<file path="src/rtl/prescaled_counter_pkg.sv">
// Shared constants for the prescaled counter.
// Direction/mode encodings and the per-edge operation select.
package prescaled_counter_pkg;

    localparam logic DIR_UP    = 1'b1;
    localparam logic DIR_DN    = 1'b0;
    localparam logic MODE_WRAP = 1'b0;
    localparam logic MODE_SAT  = 1'b1;

    typedef enum logic [1:0] {
        OP_CLR,
        OP_LOAD,
        OP_STEP,
        OP_HOLD
    } op_e;

endpackage

</file>
<file path="src/rtl/prescaler_stage.sv">
// Prescaler: counts enabled cycles and strobes o_term on the
// terminal cycle (pre >= pre_div), restarting from zero.
module prescaler_stage #(
    parameter int PRE_W = 2
) (
    input  logic             real_clk,
    input  logic             real_rst,
    input  logic             en,
    input  logic             clr,
    input  logic             load,
    input  logic [PRE_W-1:0] pre_div,
    output logic             o_term
);

    logic [PRE_W-1:0] r_pre;

    // >= so a lowered pre_div terminates on the next enabled cycle
    assign o_term = en && !clr && !load && (r_pre >= pre_div);

    always_ff @(posedge real_clk or posedge real_rst) begin
        if (real_rst) begin
            r_pre <= '0;
        end else if (clr || load || o_term) begin
            r_pre <= '0;
        end else if (en) begin
            r_pre <= r_pre + PRE_W'(1);
        end
    end

endmodule

</file>
<file path="src/rtl/prescaled_counter.sv">
// Up/down counter stepped by a programmable prescaler, with
// wrap/saturate boundary handling and registered tick/wrap pulses.
module prescaled_counter
    import prescaled_counter_pkg::*;
#(
    parameter int               PRE_W = 2,
    parameter int               CNT_W = 3,
    parameter logic [CNT_W-1:0] INIT  = '0
) (
    input  logic             real_clk,
    input  logic             real_rst,
    input  logic             en,
    input  logic             clr,
    input  logic             load,
    input  logic [CNT_W-1:0] load_val,
    input  logic [PRE_W-1:0] pre_div,
    input  logic             dir,
    input  logic             sat,
    output logic [CNT_W-1:0] count,
    output logic             tick,
    output logic             wrap,
    output logic             at_limit
);

    logic [CNT_W-1:0] r_count;
    logic             r_tick;
    logic             r_wrap;

    logic             w_term;
    logic             w_at_max;
    logic             w_at_min;
    op_e              w_op;
    logic [CNT_W-1:0] w_cnt_nxt;
    logic             w_tick_nxt;
    logic             w_wrap_nxt;

    prescaler_stage #(
        .PRE_W(PRE_W)
    ) u_pre (
        .real_clk(real_clk),
        .real_rst(real_rst),
        .en      (en),
        .clr     (clr),
        .load    (load),
        .pre_div (pre_div),
        .o_term  (w_term)
    );

    assign w_at_max = (r_count == '1);
    assign w_at_min = (r_count == '0);

    always_comb begin
        w_op = OP_HOLD;
        if (clr) begin
            w_op = OP_CLR;
        end else if (load) begin
            w_op = OP_LOAD;
        end else if (w_term) begin
            w_op = OP_STEP;
        end
    end

    always_comb begin
        w_cnt_nxt  = r_count;
        w_tick_nxt = 1'b0;
        w_wrap_nxt = 1'b0;
        unique case (w_op)
            OP_CLR:  w_cnt_nxt = '0;
            OP_LOAD: w_cnt_nxt = load_val;
            OP_STEP: begin
                w_tick_nxt = 1'b1;
                if (dir == DIR_UP) begin
                    if (!w_at_max) begin
                        w_cnt_nxt = r_count + CNT_W'(1);
                    end else if (sat == MODE_WRAP) begin
                        w_cnt_nxt  = '0;
                        w_wrap_nxt = 1'b1;
                    end
                end else begin
                    if (!w_at_min) begin
                        w_cnt_nxt = r_count - CNT_W'(1);
                    end else if (sat == MODE_WRAP) begin
                        w_cnt_nxt  = '1;
                        w_wrap_nxt = 1'b1;
                    end
                end
            end
            OP_HOLD: ;
        endcase
    end

    always_ff @(posedge real_clk or posedge real_rst) begin
        if (real_rst) begin
            r_count <= INIT;
            r_tick  <= 1'b0;
            r_wrap  <= 1'b0;
        end else begin
            r_count <= w_cnt_nxt;
            r_tick  <= w_tick_nxt;
            r_wrap  <= w_wrap_nxt;
        end
    end

    assign count    = r_count;
    assign tick     = r_tick;
    assign wrap     = r_wrap;
    assign at_limit = (dir == DIR_UP) ? w_at_max : w_at_min;

endmodule

</file>
<file path="config.mk">
export PLATFORM = sky130hd
export DESIGN_NAME = prescaled_counter
export DESIGN_NICKNAME = d
export VERILOG_FILES = /design/src/rtl/prescaled_counter_pkg.sv /design/src/rtl/prescaler_stage.sv /design/src/rtl/prescaled_counter.sv
export SDC_FILE = /design/constraint.sdc
export NUM_CORES = 1
export LEC_CHECK = 0
export ABC_AREA = 1
export BUFFER_PORTS_ARGS = -buffer_cell sky130_fd_sc_hd__buf_2
export CAP_MARGIN = 20
export CELL_PAD_IN_SITES_DETAIL_PLACEMENT = 1
export CELL_PAD_IN_SITES_GLOBAL_PLACEMENT = 2
export CORE_MARGIN = 5
export CORE_UTILIZATION = 27
export CTS_CLUSTER_DIAMETER = 30
export DETAILED_ROUTE_END_ITERATION = 10
export PLACE_DENSITY = 0.91
export SYNTH_ARGS = -nofsm -noshare
export SYNTH_HDL_FRONTEND = slang
export SYNTH_SLANG_ARGS = --single-unit
</file>
<file path="constraint.sdc">
create_clock -name real_clk -period 2.63 [get_ports real_clk]
set_input_delay 0.3945 -clock real_clk [delete_from_list [all_inputs] [get_ports real_clk]]
set_output_delay 0.3945 -clock real_clk [all_outputs]
set_load 0.02 [all_outputs]
</file>
==> reports/summary.txt, run 1 <==
=================================================================================================================
Logic depth of the worst register-to-register path                                                              8
Drt via density                                                                                              4.33
Proportion of power drawn by the clock network                                                              0.324
Cell types occupying the most area after synthesis                                                   sky130_fd_sc_hd__dfrtp_1, sky130_fd_sc_hd__nand2_1, sky130_fd_sc_hd__ha_1
Routability-driven placement congestion ratio                                                               0.814
Kind of start point of the critical path                                                                flip-flop
Placeable core region                                                                                    1940 um2
Synth Flop Type                                                                                      sky130_fd_sc_hd__dfrtp_1
Setup TNS                                                                                                    0 ns
Slew at the pin closest to its max-slew limit                                                            0.405 ns
Number of buffers inserted by post-CTS setup repair                                                             0
Post-layout total power                                                                                0.000298 W
Clock root buffer                                                                                    sky130_fd_sc_hd__clkbuf_4
Fraction of the mapped netlist area in compound gates                                                      0.0323
Total Routing Usage GR                                                                                      0.108
Number of inserted filler cells in the final layout                                                           264
Htree depth                                                                                                     1
Total Die Area                                                                                           3010 um2
Most numerous cell types in the synthesized netlist                                                  sky130_fd_sc_hd__nand2_1, sky130_fd_sc_hd__nand3_1, sky130_fd_sc_hd__dfrtp_1, sky130_fd_sc_hd__inv_1, sky130_fd_sc_hd__ha_1
Overflow left after global routing                                                                              0
Worst setup path category                                                                                 reg2out
Part of the power in registers                                                                              0.399
Worst slack on hold paths                                                                               0.0658 ns
Fraction of the cycle the final worst path needs                                                            0.693
Crit Reg-Reg Startpoint                                                                                  count[0]
Max Clock Freq                                                                                            549 MHz
Worst Slack Setup Final                                                                                  0.808 ns
Number of buffers created by CTS                                                                                3
Static leakage                                                                                           0.403 nW
Total area of multi-input combinational cells                                                             323 um2
Number of clock sinks seen by CTS                                                                               7
Setup WS pre-CTS                                                                                          1.06 ns
Status                                                                                               finished, final reports clean
Y dimension of the die                                                                                    54.8 um
Critical Path AT                                                                                          1.43 ns
Category of the worst setup path capture point                                                       primary output
CTS tree                                                                                                    built
Number of hold buffers added after cts                                                                          0
Main combinational cell family by area after synthesis                                               simple AND/OR/NAND/NOR gates
Final critical delay including setup and external delays                                                  1.82 ns
Final number of max-transition violations                                                                       0
Critical path fanouts, max                                                                                      5
Horizontal die dimension                                                                                  54.8 um
Initial DRT Pass Iterations                                                                                     2
Count of endpoints failing setup in the final report                                                            0
Cell type with the largest total area after synthesis                                                sky130_fd_sc_hd__dfrtp_1
Mux cell area share after synthesis                                                                             0
Number of hold violations in the final report                                                                   0
Portion of total power attributed to combinational logic                                                    0.277
Max incr delay on CP                                                                                      0.42 ns
Max Buffers Root-to-Sink                                                                                        2
Number of top-level design ports                                                                               18
Area taken by flip-flops and latches                                                                      175 um2
Maxcap violations                                                                                               0
Total wire length after detailed routing                                                                  1.27 mm
Clock latency of the later-clocked register in the worst-skew pair                                        0.25 ns
Worst VDD drop                                                                                           0.239 mV
Antenna violation net count after detailed routing                                                              0
Number of core rows                                                                                            16
Layout area overhead                                                                                        26.7%
Number of synthesized flops with an enable pin                                                                  0
Count of instances resized after the clock tree is built                                                        0
Synthesized netlist net count                                                                                  93
DR WL/cell                                                                                                10.4 um
Wire length of the first global-routing pass                                                              2.25 mm
Initial Utilization                                                                                         0.280
Data required time of the critical path                                                                   2.24 ns
Number of distinct library cells after synthesis                                                               15
Number of synthesized register bits                                                                             7
Post-synth top area share                                                                                   0.323
Number of DRC violations after detailed routing                                                                 0
Count of yosys warnings during synthesis                                                                        0
Post-Synthesis Cells                                                                                           75
Master of the slowest instance on the critical path                                                  sky130_fd_sc_hd__dfrtp_1
Final Core Density                                                                                          0.354
End of the worst register-to-register path                                                               count[1]
Clock input transition at the sequential cells of the worst setup and hold paths                          0.06 ns
1st-iter DRT viols                                                                                              4
Port Buf Inserts                                                                                               17
Sequential cell area fraction in the yosys report                                                           0.323
Share of layout cells above drive strength 1                                                                0.354
Fin Clk Skew                                                                                            0.0119 ns
Synthesized-area fraction occupied by and/or/nand/nor cells                                                 0.408
Overall via count from detail_route                                                                           533
Maximum number of pins on one net before global-route repair                                                    8
Via count of the first global-routing pass                                                                    557
Total net switching power                                                                             0.0000959 W
Arithmetic-cell share of the synthesized area counting full adders, half adders and majority gates          0.138
Most frequent cell after synthesis                                                                   sky130_fd_sc_hd__nand2_1
Worst path cell trace                                                                                ha_1 -> ha_1 -> nand2_1 -> nand2_2 -> buf_2
Post-Synthesis Mean Instance Area                                                                        7.24 um2
Proportion of synthesized flip-flops having asynchronous set or reset                                        1.00
Worst R2R Setup Slack                                                                                     1.22 ns
Post-Synthesis Cell Area                                                                                  543 um2
Cell internal power dissipation                                                                        0.000202 W
P per Cell Area                                                                                        433 nW/um2
Count of antenna diodes in the layout                                                                           0
Switching share of total power                                                                              0.322
Initial antenna violation count                                                                                 0
Final layout net count                                                                                        115
Worst rel slew slack                                                                                        0.729
Setup repair after global routing missed its margin                                                         false
CP dominant cell by count                                                                            sky130_fd_sc_hd__ha_1
Detailed Place HPWL                                                                                       1.13 mm
Xor and xnor area share after synthesis                                                                    0.0161
Worst hold path type                                                                                     in2async
=================================================================================================================
power groups by stage:
stage	clock [W]	sequential (W)	combinational, W
final	0.0000965	0.000119	0.0000826
after global routing	0.000111	0.000120	0.0000944
after CTS	0.0000979	0.000119	0.0000847
after detailed placement	0	0.000121	0.0000840
after global placement	0	0.000120	0.0000821
after floorplan	0	0.000125	0.0000502
kinds of logic (layout without fill, tap and decap cells):
kind of cell / Yosys count / count (layout)
and+or+nand+nor: 46 / 46
adders and majority gates: 6 / 6
DFF: 7 / 7
xor gates and xnor gates: 1 / 1
buffers and inverters: 12 / 33
AOI/OAI and AO/OA: 3 / 3
flip-flops by register name (all words and copies together) (netlist names):
register and count:
count 3, tick 1, u_pre.r_pre 2, wrap 1
cell usage in the layout, fill, tap and decap left out:
master / count
sky130_fd_sc_hd__buf_2: 17
sky130_fd_sc_hd__clkbuf_1: 1
sky130_fd_sc_hd__clkbuf_4: 3
sky130_fd_sc_hd__dfrtp_1: 7
sky130_fd_sc_hd__ha_1: 6
sky130_fd_sc_hd__inv_1: 7
sky130_fd_sc_hd__inv_2: 5
sky130_fd_sc_hd__nand2_1: 23
sky130_fd_sc_hd__nand2_2: 5
sky130_fd_sc_hd__nand2_4: 1
sky130_fd_sc_hd__nand3_1: 9
sky130_fd_sc_hd__nand3_2: 1
sky130_fd_sc_hd__nor2_1: 5
sky130_fd_sc_hd__nor2_2: 1
sky130_fd_sc_hd__nor3b_2: 1
sky130_fd_sc_hd__o21a_1: 1
sky130_fd_sc_hd__o21ai_1: 2
sky130_fd_sc_hd__xor2_1: 1
routing by layer:
metal  routed length, um  up-vias  track usage
met3                  63        2       0.0381
met4                  27        0       0.0498
met2                 609       12        0.175
met1                 573      244        0.125
li1                    -      275            -
met5                   0        -            0
worst max path at each step:
stage | from | to | slack (ns)
finish | count[0] | at_limit | 0.81
global route | count[0] | at_limit | 0.72
CTS | count[0] | at_limit | 0.79
detailed placement | count[0] | at_limit | 1.06
global placement | count[0] | at_limit | 1.12
floorplan | count[0] | at_limit | 1.15
through the flow:
step | cells | cell area (um2)
floorplan | 75 | 543
global placement | 119 | 662
detailed placement | 119 | 662
CTS | 123 | 688
global route | 123 | 688
finish | 123 | 688
critical path: cells and delay by family, from the launching register on:
family	cells	cell delay, ns
adders and majority gates	2	0.39
and+or+nand+nor	2	0.20
DFF	1	0.42
buffers and inverters	1	0.16
cell type report:
type                       count  share of cell area
timing repair buffer          17               0.124
inverter                      12              0.0655
sequential                     7               0.255
tap                           27              0.0491
multi-input combinational     56               0.469
clock buffer                   4              0.0382
Power figures use the tool's default switching activity.
==> inputs of run 2 (changes only) <==
--- a/config.mk
+++ b/config.mk
@@ -11,10 +11,10 @@
 export CELL_PAD_IN_SITES_DETAIL_PLACEMENT = 1
 export CELL_PAD_IN_SITES_GLOBAL_PLACEMENT = 2
 export CORE_MARGIN = 5
-export CORE_UTILIZATION = 27
+export CORE_UTILIZATION = 25
 export CTS_CLUSTER_DIAMETER = 30
 export DETAILED_ROUTE_END_ITERATION = 10
-export PLACE_DENSITY = 0.91
+export PLACE_DENSITY = 0.86
 export SYNTH_ARGS = -nofsm -noshare
 export SYNTH_HDL_FRONTEND = slang
 export SYNTH_SLANG_ARGS = --single-unit
==> constraint.sdc (replaced) <==
create_clock -name real_clk -period 1.7 [get_ports real_clk]
set_input_delay 0.255 -clock real_clk [delete_from_list [all_inputs] [get_ports real_clk]]
set_output_delay 0.255 -clock real_clk [all_outputs]
set_load 0.02 [all_outputs]
==> run 2 against run 1 <==
  * Critical path depth is the same
  * Worst setup slack lost 0.73 ns
  * Die area grew 6.5%
  * Critical endpoint unchanged
==> reports/summary.txt, run 2 (synthesis results as in run 1) <==
===============================================================================================
Status                                                                             finished, final reports clean
Overflow left after global routing                                                            0   unchanged
Maximum number of pins on one net before global-route repair                                  8   unchanged
Number of core rows                                                                          16   unchanged
Flip-flop count of the largest register, all copies and words added                           3   unchanged
Worst hold path type                                                                     in2reg
Number of hold violations in the final report                                                 0   unchanged
Number of DRC violations after detailed routing                                               0   unchanged
Max Buffers Root-to-Sink                                                                      2   unchanged
Layout area overhead                                                                      34.1%
Total wire length after detailed routing                                                1.42 mm   +11%
Setup repair after global routing missed its margin                                       false
Maxcap violations                                                                             0   unchanged
DR WL/cell                                                                              11.1 um   +7.6%
Worst setup path category                                                               reg2out
Count of endpoints failing setup in the final report                                          0   unchanged
Count of antenna diodes in the layout                                                         0   unchanged
CTS tree                                                                                  built
Crit path buf inv count                                                                       1   unchanged
Clock root buffer                                                                  sky130_fd_sc_hd__clkbuf_4
Total Routing Usage GR                                                                    0.103   -0.00469
Cell internal power dissipation                                                      0.000323 W   +60%
Final layout net count                                                                      119   +3.5%
Slew at the pin closest to its max-slew limit                                          0.421 ns   +0.0160 ns
Max incr delay on CP                                                                    0.41 ns   about the same
Fin Clk Skew                                                                          0.0106 ns   -0.00134 ns
Part of the power in registers                                                            0.381   -0.018
Worst Slack Setup Final                                                               0.0755 ns   -0.733 ns
Placeable core region                                                                  2020 um2   +4.1%
Proportion of power drawn by the clock network                                            0.324   about the same
Initial Utilization                                                                       0.269   -0.0111
Max Clock Freq                                                                          616 MHz
Initial DRT Pass Iterations                                                                   4   +2
Horizontal die dimension                                                                56.6 um   +3.2%
Antenna violation net count after detailed routing                                            0   unchanged
Category of the worst setup path capture point                                     primary output
Wire length of the first global-routing pass                                            2.55 mm   +14%
Critical Path AT                                                                        1.37 ns   -0.06 ns
CP dominant cell by count                                                          sky130_fd_sc_hd__nand2_2
Number of clock sinks seen by CTS                                                             7   unchanged
Kind of start point of the critical path                                              flip-flop
Y dimension of the die                                                                  56.6 um   +3.2%
Share of layout cells above drive strength 1                                              0.390   +0.0358
Kind of cell adding the most delay to the critical path                              flip-flops
P per Cell Area                                                                      662 nW/um2   +53%
Static leakage                                                                         0.422 nW   +4.6%
Setup WS pre-CTS                                                                       0.263 ns   -0.801 ns
Final critical delay including setup and external delays                                1.62 ns
Placed cell areas                                                                       662 um2   unchanged
Drt via density                                                                            4.28   -1.3%
Number of buffers created by CTS                                                              3   unchanged
Number of top-level design ports                                                             18   unchanged
Initial antenna violation count                                                               0   unchanged
Fraction of the cycle the final worst path needs                                          0.956
Port Buf Inserts                                                                             17   unchanged
Via count of the first global-routing pass                                                  594   +6.6%
Total net switching power                                                            0.000159 W   +66%
Switching share of total power                                                            0.330   +0.00875
Worst rel slew slack                                                                      0.719   -0.0107
Critical path fanouts, max                                                                    4   -1
Clock latency of the later-clocked register in the worst-skew pair                      0.26 ns   about the same
Total Die Area                                                                         3200 um2   +6.5%
Worst path cell trace                                                              ha_2 -> ha_1 -> nand2_2 -> nand2_2 -> buf_4
Clock input transition at the sequential cells of the worst setup and hold paths        0.06 ns   about the same
Master of the slowest instance on the critical path                                sky130_fd_sc_hd__dfrtp_1
Worst VDD drop                                                                         0.240 mV   +0.70%
Data required time of the critical path                                                 1.44 ns   -0.80 ns
Commonest non-fill, non-tap cell in the layout                                     sky130_fd_sc_hd__nand2_1
Overall via count from detail_route                                                         543   +1.9%
Final number of max-transition violations                                                     0   unchanged
Htree depth                                                                                   1   unchanged
Routability-driven placement congestion ratio                                             0.754   -7.3%
Most frequent cells in the layout                                                  sky130_fd_sc_hd__nand2_1, sky130_fd_sc_hd__buf_2, sky130_fd_sc_hd__nand3_1
Layout Cell Area excl Fill                                                              728 um2   +5.8%
Portion of total power attributed to combinational logic                                  0.295   +0.018
Setup TNS                                                                                  0 ns   unchanged
1st-iter DRT viols                                                                            3   -1
===============================================================================================
-- run 2: changes by cell type in the layout (fill, tap and decap cells not counted) --
cell,before,now
sky130_fd_sc_hd__buf_4,0,4
sky130_fd_sc_hd__buf_2,17,16
sky130_fd_sc_hd__dlygate4sd3_1,0,1
sky130_fd_sc_hd__ha_1,6,5
sky130_fd_sc_hd__ha_2,0,1
sky130_fd_sc_hd__nand2_1,23,22
sky130_fd_sc_hd__nand2_2,5,6
-- run 2: layer usage --
layer / share of wire / up-vias / GRT usage / wire [um]
met1: 0.50 / 238 / 0.144 / 703
li1: - / 285 / - / -
met4: 0.018 / 0 / 0.0610 / 25
met3: 0.037 / 4 / 0.00688 / 52
met5: 0 / - / 0 / 0
met2: 0.45 / 16 / 0.153 / 633
-- run 2: worst reg2reg max path: cells and delay by family (launching register included) --
family                   cells  cell delay (ns)
buffers and inverters        1             0.04
AND/OR/NAND/NOR              7             0.59
flip-flops                   1             0.39
adder cells (fa/ha/maj)      1             0.29
-- run 2: area by class of cell --
cell class                      instances  area [um2]
Sequential cell                         7         175
Timing Repair Buffer                   21         120
Multi-Input combinational cell         56         328
Clock buffer                            4        26.3
Tap cell                               27        33.8
Inverter                               12        45.0
Fill cell                             278        1290
-- run 2: worst paths after layout --
kind                       slack, ns              to            from  cells past startpoint
min reg2reg                     0.58  u_pre.r_pre[1]  u_pre.r_pre[1]                      2
max reg2reg                     0.29        count[1]  u_pre.r_pre[1]                      9
max in group asynchronous       1.00        count[0]        real_rst                      3
min in group asynchronous       0.47  u_pre.r_pre[1]        real_rst                      3
max                             0.08        at_limit        count[1]                      5
min                             0.18            wrap             sat                      2
-- run 2: metrics by stage --
stage / util / instances / total power, W / hold WS [ns]
floorplan: - / 75 / 0.000271 / 0.0584
global placement: 0.327 / 119 / 0.000315 / 0.200
detailed placement: 0.327 / 119 / 0.000317 / 0.204
CTS: 0.353 / 126 / 0.000486 / 0.170
global route: 0.360 / 127 / 0.000520 / 0.179
finish: 0.360 / 127 / 0.000482 / 0.177
-- run 2: what timing repair did --
action                     CTS  global route
hold endpoints to repair     7             0
hold buffers                 1             0
pin swaps                    0             2
setup endpoints to repair    1             1
gates resized for setup      0             3
setup buffers                2             1
-- run 2: power by group through the flow --
stage               sequential, W  clock, W  combinational [W]
detailed placement       0.000187         0           0.000130
finish                   0.000184  0.000156           0.000142
global placement         0.000188         0           0.000128
global route             0.000186  0.000171           0.000163
floorplan                0.000193         0          0.0000777
CTS                      0.000184  0.000163           0.000139
